===== src/rtl/vga_line_scheduler_if.sv =====
// rtl/vga_line_scheduler_if.sv - scan-buffer read port and VGA sync bundle of the line scheduler
interface vga_line_scheduler_if;
  logic [10:0] addrread;
  logic [9:0]  totalhor;
  logic        locked;
  logic        scaneffect;
  logic        hsync;
  logic        vsync;

  modport master (output addrread, totalhor, locked, scaneffect, hsync, vsync);
  modport slave  (input  addrread, totalhor, locked, scaneffect, hsync, vsync);
endinterface


===== src/rtl/vga_line_scheduler.sv =====
// rtl/vga_line_scheduler.sv - source line period lock, scan-buffer read sequencing and VGA sync generation
module vga_line_scheduler #(
  parameter int HSYNC_W    = 80,
  parameter int VSYNC_W    = 2743,
  parameter int MIN_LINE   = 128,
  parameter int TOL        = 2,
  parameter int LOCK_LINES = 4,
  parameter int MISS_MAX   = 3
) (
  input  logic                 clk,
  input  logic                 rst,
  input  logic                 hsync_ext_n,
  input  logic                 vsync_ext_n,
  vga_line_scheduler_if.master vga
);
  localparam int MW = $clog2(LOCK_LINES + 1);
  localparam int XW = $clog2(MISS_MAX + 1);
  localparam logic [11:0]   MIN_P     = 12'(MIN_LINE);
  localparam logic [11:0]   MAX_P     = 12'd2046;
  localparam logic [11:0]   TOL_P     = 12'(TOL);
  localparam logic [MW-1:0] LOCK_LAST = MW'(LOCK_LINES - 1);
  localparam logic [XW-1:0] MISS_LAST = XW'(MISS_MAX - 1);
  localparam logic [9:0]    HS_W      = 10'(HSYNC_W);
  localparam logic [15:0]   VS_W      = 16'(VSYNC_W);

  typedef enum logic [1:0] {SEARCH, MEASURE, LOCKED} state_t;

  state_t        state, state_nx;
  logic          armed, armed_nx;
  logic [10:0]   ref_p, ref_nx;
  logic [MW-1:0] mcnt, mcnt_nx;
  logic [XW-1:0] miss, miss_nx;
  logic [9:0]    totalhor, totalhor_nx;

  logic [2:0]  hs_sync, vs_sync;
  logic        hedge, vedge;
  logic [10:0] pcnt;
  logic [11:0] period, diff, adiff;
  logic        p_valid, p_match, timeout, is_locked;

  logic        bank, scaneffect, hsync_q, vsync_q;
  logic [9:0]  addr;
  logic [15:0] vcnt;

  // Two flops resynchronise the pins; the third only exists to find the falling edge.
  always_ff @(posedge clk or posedge rst) begin
    if (rst) begin
      hs_sync <= 3'b111;
      vs_sync <= 3'b111;
    end else begin
      hs_sync <= {hs_sync[1:0], hsync_ext_n};
      vs_sync <= {vs_sync[1:0], vsync_ext_n};
    end
  end

  assign hedge = hs_sync[2] & ~hs_sync[1];
  assign vedge = vs_sync[2] & ~vs_sync[1];

  always_ff @(posedge clk or posedge rst) begin
    if (rst)                  pcnt <= '0;
    else if (hedge)           pcnt <= '0;
    else if (pcnt != 11'h7FF) pcnt <= pcnt + 11'd1;
  end

  assign period    = {1'b0, pcnt} + 12'd1;
  assign diff      = period - {1'b0, ref_p};
  assign adiff     = diff[11] ? (12'd0 - diff) : diff;
  assign p_valid   = (period >= MIN_P) && (period <= MAX_P);
  assign p_match   = p_valid && (adiff <= TOL_P);
  // An edge arriving exactly at saturation is measured normally, so it can arm the search.
  assign timeout   = (&pcnt) && !hedge;
  assign is_locked = (state == LOCKED);

  always_ff @(posedge clk or posedge rst) begin
    if (rst) begin
      state    <= SEARCH;
      armed    <= 1'b0;
      ref_p    <= '0;
      mcnt     <= '0;
      miss     <= '0;
      totalhor <= '0;
    end else begin
      state    <= state_nx;
      armed    <= armed_nx;
      ref_p    <= ref_nx;
      mcnt     <= mcnt_nx;
      miss     <= miss_nx;
      totalhor <= totalhor_nx;
    end
  end

  always_comb begin
    state_nx    = state;
    armed_nx    = armed;
    ref_nx      = ref_p;
    mcnt_nx     = mcnt;
    miss_nx     = miss;
    totalhor_nx = totalhor;
    if (timeout) begin
      state_nx = SEARCH;
      armed_nx = 1'b0;
    end else if (hedge) begin
      case (state)
        SEARCH: begin
          if (!armed) begin
            armed_nx = 1'b1;
          end else if (p_valid) begin
            ref_nx   = period[10:0];
            mcnt_nx  = MW'(1);
            state_nx = MEASURE;
          end
        end
        MEASURE: begin
          if (!p_valid) begin
            state_nx = SEARCH;
          end else if (p_match) begin
            mcnt_nx = mcnt + MW'(1);
            if (mcnt == LOCK_LAST) begin
              state_nx    = LOCKED;
              miss_nx     = '0;
              totalhor_nx = ref_p[10:1] - 10'd1;
            end
          end else begin
            ref_nx  = period[10:0];
            mcnt_nx = MW'(1);
          end
        end
        LOCKED: begin
          if (p_match) begin
            miss_nx = '0;
          end else if (miss == MISS_LAST) begin
            miss_nx  = '0;
            state_nx = SEARCH;
          end else begin
            miss_nx = miss + XW'(1);
          end
        end
        default: state_nx = SEARCH;
      endcase
    end
  end

  // Each source line is read twice: scaneffect marks the second VGA pass.
  always_ff @(posedge clk or posedge rst) begin
    if (rst) begin
      bank       <= 1'b0;
      addr       <= '0;
      scaneffect <= 1'b0;
      hsync_q    <= 1'b1;
      vsync_q    <= 1'b1;
      vcnt       <= '0;
    end else begin
      if (hedge) begin
        bank       <= ~bank;
        addr       <= '0;
        scaneffect <= 1'b0;
      end else if (addr == totalhor) begin
        addr       <= '0;
        scaneffect <= ~scaneffect;
      end else begin
        addr <= addr + 10'd1;
      end
      hsync_q <= ~(is_locked && (addr < HS_W));
      if (!is_locked)                   vcnt <= '0;
      else if (vedge && vcnt == 16'd0)  vcnt <= VS_W;
      else if (vcnt != 16'd0)           vcnt <= vcnt - 16'd1;
      vsync_q <= ~(is_locked && (vcnt != 16'd0));
    end
  end

  assign vga.addrread   = {bank, addr};
  assign vga.totalhor   = totalhor;
  assign vga.locked     = is_locked;
  assign vga.scaneffect = scaneffect;
  assign vga.hsync      = hsync_q;
  assign vga.vsync      = vsync_q;
endmodule


===== src/flat_wrapper.sv =====
// flat-port wrapper written by rule: the top's interface ports become plain ports
module vga_line_scheduler_flat 
#(
  parameter int HSYNC_W    = 80,
  parameter int VSYNC_W    = 2743,
  parameter int MIN_LINE   = 128,
  parameter int TOL        = 2,
  parameter int LOCK_LINES = 4,
  parameter int MISS_MAX   = 3
)
  (clk, rst, hsync_ext_n, vsync_ext_n, vga_addrread, vga_totalhor, vga_locked, vga_scaneffect, vga_hsync, vga_vsync);
  vga_line_scheduler_if vga_i ();
  input  logic clk;
  input  logic rst;
  input  logic hsync_ext_n;
  input  logic vsync_ext_n;
  output wire logic [$bits(vga_i.addrread)-1:0] vga_addrread;
  output wire logic [$bits(vga_i.totalhor)-1:0] vga_totalhor;
  output wire logic [$bits(vga_i.locked)-1:0] vga_locked;
  output wire logic [$bits(vga_i.scaneffect)-1:0] vga_scaneffect;
  output wire logic [$bits(vga_i.hsync)-1:0] vga_hsync;
  output wire logic [$bits(vga_i.vsync)-1:0] vga_vsync;
  assign vga_addrread = vga_i.addrread;
  assign vga_totalhor = vga_i.totalhor;
  assign vga_locked = vga_i.locked;
  assign vga_scaneffect = vga_i.scaneffect;
  assign vga_hsync = vga_i.hsync;
  assign vga_vsync = vga_i.vsync;
  vga_line_scheduler #(.HSYNC_W(HSYNC_W), .VSYNC_W(VSYNC_W), .MIN_LINE(MIN_LINE), .TOL(TOL), .LOCK_LINES(LOCK_LINES), .MISS_MAX(MISS_MAX)) u_core (.clk(clk), .rst(rst), .hsync_ext_n(hsync_ext_n), .vsync_ext_n(vsync_ext_n), .vga(vga_i));
endmodule

===== config.mk =====
export PLATFORM = sky130hd
export DESIGN_NAME = vga_line_scheduler_flat
export DESIGN_NICKNAME = d
export VERILOG_FILES = /design/src/rtl/vga_line_scheduler_if.sv /design/src/rtl/vga_line_scheduler.sv /design/src/flat_wrapper.sv
export SDC_FILE = /design/constraint.sdc
export NUM_CORES = 1
export LEC_CHECK = 0
export CAP_MARGIN = 40
export CORE_ASPECT_RATIO = 0.6
export CORE_MARGIN = 2
export CORE_UTILIZATION = 40
export CTS_BUF_LIST = sky130_fd_sc_hd__clkbuf_4 sky130_fd_sc_hd__clkbuf_8 sky130_fd_sc_hd__clkbuf_16
export CTS_CLUSTER_DIAMETER = 200
export DETAILED_ROUTE_END_ITERATION = 16
export SYNTH_ARGS = -nofsm -noshare
export SYNTH_HDL_FRONTEND = slang
export SYNTH_SLANG_ARGS = --single-unit

===== constraint.sdc =====
create_clock -name clk -period 3.53 [get_ports clk]
set_input_delay 0.8825 -clock clk [delete_from_list [all_inputs] [get_ports clk]]
set_output_delay 0.8825 -clock clk [all_outputs]
set_load 0.05 [all_outputs]

==> flow_summary.toml <==
[run_status]
status = "finished with violations"
failed_checks = "negative setup slack"

[clocking]
cts_inserted_buffers = 9
cts_tree = "built"
cts_num_sinks = 76
clk_root_buffer_cell = "clkbuf_16"
clkLatencyLatePin_ns = 0.34
cts_hold_buf = 0
htree_levels = 3
cts_buffer_depth = 2
clk_pin_slew_ns = 0.06

[sta]
rsz0062_at_grt = "true"
hold_violations = 0
slew_headroom = 0.498
period_share = 1.05
worstMarginPinSlew_ns = 0.752
fin_skew_ns = 0.00908
fin_ws_ns = -0.194
fmax_ghz = 0.269
maxSlewViolCount = 0
post-route-min-period_ns = 3.72
setup_viol = 23

[floorplan]
core_area_um2 = 11200
die_w_um = 142
die_area_um2 = 12300
die_h_um = 86.7
start_util = 0.407
rows = 30
io_pins = 29

[drt]
firstDrtPassIters = 4
route.vias.total = 3819
antenna_left = 0
drc = 0
viasPerCell = 5.28
first_iter_violations = 160
wire_per_inst_um = 16.2
drt_wl_total_mm = 11.7

[worst_setup_path]
arrival_ns = 3.94
crit_fanout = 13
worst_path_largest_cell_delay_ns = 0.58
ff2ff_setup_slack_ns = -0.19
critPathSlowestCell = "or4_4"
crit_chain = "ha_4 > nand3_4 > xnor2_4 > ha_4 > a21o_4 > a221oi_4 > nor4b_2 > or4_4 > nor3b_2 > nand3_2 > a211oi_4 > buf_12 > mux2_2"
crit_top_cell = "ha_4"
cp-start-kind = "flip-flop"
path_buf_inv = 1
worst_setup_path_end_kind = "flip-flop"
worstSetupPathType = "reg -> reg"
cp_top_family = "simple AND/OR/NAND/NOR gates"
required_ns = 3.75

[layout]
area_growth_pct = 33.6
drive_gt1_frac = 0.278
finalNetCount = 597
fin_area_um2 = 6080
post-route-util = 0.544
antenna_cells = 0
fillers = 963
layout.cells.non_filler = 723

[global_routing]
overflow = 0
grt_first_pass_wirelength_mm = 18.0
grt_use_total = 0.191
grt_pass1_vias = 3515
grt_antenna_before_repair = 0
grt_max_degree = 44

[pwr]
powerDensity_nw_per_um2 = 550
peakVddDrop_mv = 0.284
leakage_nw = 2.62

[place]
place_congestion = 0.835
port_buffers = 28
postPlaceCellArea_um2 = 5520
post-place-cells = 697
hpwl_mm = 8.71

[hold_path]
hold_class = "reg -> reg"

[synth]
synth_compound_gate_area_share = 0.122
syn_area_per_cell_um2 = 9.47
synth_fp_nets = 504
async_flop_share = 1.00
syn_inst = 481
muxShareOfSynthArea = 0.0566
synth_edf_count = 0
netlist_area_um2 = 4550
synthXorXnorAreaFrac = 0.0981
synth_top_flop_cell = "dfrtp_1"
synth_top_family_by_area = "simple AND/OR/NAND/NOR gates"
yosys.area_share.simple = 0.200
synth_seq_cells = 76
synth_fa_ha_area_frac = 0.0538
ys_seq_area_frac = 0.420
ys_warn_count = 0
synth_cell_types = 65

[flow_run]
cap_viol_max_count = 0
## logic make-up (layout without fill, tap and decap cells)
logic type               count (synthesis)  count (layout)
multiplexers                            22              22
AND/OR/NAND/NOR                        177             177
AO/OA/AOI/OAI                           81              81
adder cells (fa/ha/maj)                 19              19
buffers and inverters                   55             153
flip-flops                              76              76
XOR/XNOR                                51              51
## per-stage QoR
stage               setup slack (ns)  hold slack, ns  setup TNS, ns  total power [mW]
global placement             -0.0631           0.347         -0.502              2.13
floorplan                    -0.0638           0.345         -0.383              1.70
finish                        -0.194           0.359          -2.86              3.34
global route                  -0.318           0.364          -6.48              3.52
CTS                           -0.148           0.360          -1.78              3.11
detailed placement            -0.148           0.351          -2.08              2.16
## worst reg2reg max path: stages (launching register included)
cell and delay, ns:
dfrtp_2 0.46, ha_4 0.21, nand3_4 0.10, xnor2_4 0.21, ha_4 0.24, a21o_4 0.22
a221oi_4 0.41, nor4b_2 0.10, or4_4 0.58, nor3b_2 0.20, nand3_2 0.12, a211oi_4 0.25
buf_12 0.18, mux2_2 0.33
## state kept, by name (all words and copies together) (netlist names)
name and flops:
u_core.addr 10, u_core.miss 2, u_core.hs_sync 3, u_core.vga.totalhor 10, u_core.vga.scaneffect 1, u_core.state 2, u_core.vcnt 16, u_core.vs_sync 3
u_core.mcnt 3, u_core.vga.vsync 1, u_core.ref_p 11, u_core.bank 1, u_core.pcnt 11, u_core.armed 1, u_core.vga.hsync 1
## placed cells by master, fill, tap and decap left out, types with 6 or more instances in the layout
| master | Yosys | final |
|---|---|---|
| buf_4 | 2 | 64 |
| xor2_1 | 17 | 15 |
| dfstp_2 | 8 | 8 |
| mux2i_1 | 10 | 10 |
| dfrtp_1 | 68 | 65 |
| nand2_1 | 33 | 32 |
| or3_1 | 10 | 8 |
| a211oi_1 | 6 | 6 |
| inv_1 | 39 | 37 |
| nor2_1 | 48 | 43 |
| ha_1 | 18 | 11 |
| nand3_1 | 23 | 22 |
| nor3_1 | 15 | 15 |
| nand2b_1 | 6 | 6 |
| mux2_4 | 6 | 6 |
| clkbuf_16 | 0 | 9 |
| clkdlybuf4s50_1 | 0 | 28 |
| a21oi_1 | 26 | 21 |
| nand4_1 | 7 | 7 |
| xnor2_1 | 34 | 31 |
| o21ai_0 | 14 | 13 |
## cell type report
type	instances	area (um2)	share of cell area
Timing Repair Buffer	98	855	0.140
Clock buffer	9	225	0.0370
Tap cell	144	180	0.0296
Sequential cell	76	1920	0.315
Multi-Input combinational cell	350	2700	0.443
Clock inverter	7	65.1	0.0107
Inverter	39	146	0.0241
## final timing paths
path                                                   from                            endpoint  depth (start not counted)
worst max-delay path             u_core.pcnt[0]$_DFFE_PP0N_  u_core.vga.totalhor[8]$_DFFE_PP0P_                         13
worst min-delay path            u_core.vs_sync[0]$_DFF_PP1_         u_core.vs_sync[1]$_DFF_PP1_                          0
worst max register to register   u_core.pcnt[0]$_DFFE_PP0N_  u_core.vga.totalhor[8]$_DFFE_PP0P_                         13
worst min register to register  u_core.vs_sync[0]$_DFF_PP1_         u_core.vs_sync[1]$_DFF_PP1_                          0
max in group asynchronous                               rst          u_core.vga.hsync$_DFF_PP1_                          3
min in group asynchronous                               rst         u_core.vcnt[10]$_DFFE_PP0P_                          2
## synth_stat cells (3+ instances only)
library cell,count,share of area
a21o_1,5,0.0082
nand3b_1,3,0.0049
xor2_1,17,0.033
mux2_4,6,0.020
a21oi_1,26,0.029
dfstp_2,8,0.046
mux2_2,5,0.012
or3_1,10,0.014
o21ai_0,14,0.015
dfrtp_1,68,0.37
nand2_1,33,0.027
nand4_1,7,0.0096
o211ai_1,4,0.0066
nand3_1,23,0.025
nand2b_1,6,0.0082
xnor2_1,34,0.065
and3_1,3,0.0041
nor2b_1,3,0.0041
o21ai_1,4,0.0044
nor3_1,15,0.016
ha_1,18,0.049
and2_1,4,0.0055
nor2_1,48,0.040
inv_1,39,0.032
mux2i_1,10,0.022
a211oi_1,6,0.0099
a31oi_1,3,0.0041
nor4_1,4,0.0055
clkbuf_1,12,0.0099
## where the power goes
group / internal, mW / total [mW] / leakage (nW) / switching (mW)
clock: 0.495 / 0.912 / 0.141 / 0.416
sequential: 0.902 / 0.929 / 1.02 / 0.0274
combinational: 0.741 / 1.50 / 1.46 / 0.763
## per-layer routing
layer,track usage,share of wire
met5,0,0
met4,0.0491,0.0047
met3,0.0492,0.052
met2,0.270,0.43
met1,0.288,0.51
## repair_timing
action,4_1_cts,5_1_grt
endpoints found under the setup margin,23,28
buffers inserted,4,6
pin swaps,5,9
cloned,0,0
resized for setup,3,33
Power figures use the tool's default switching activity.
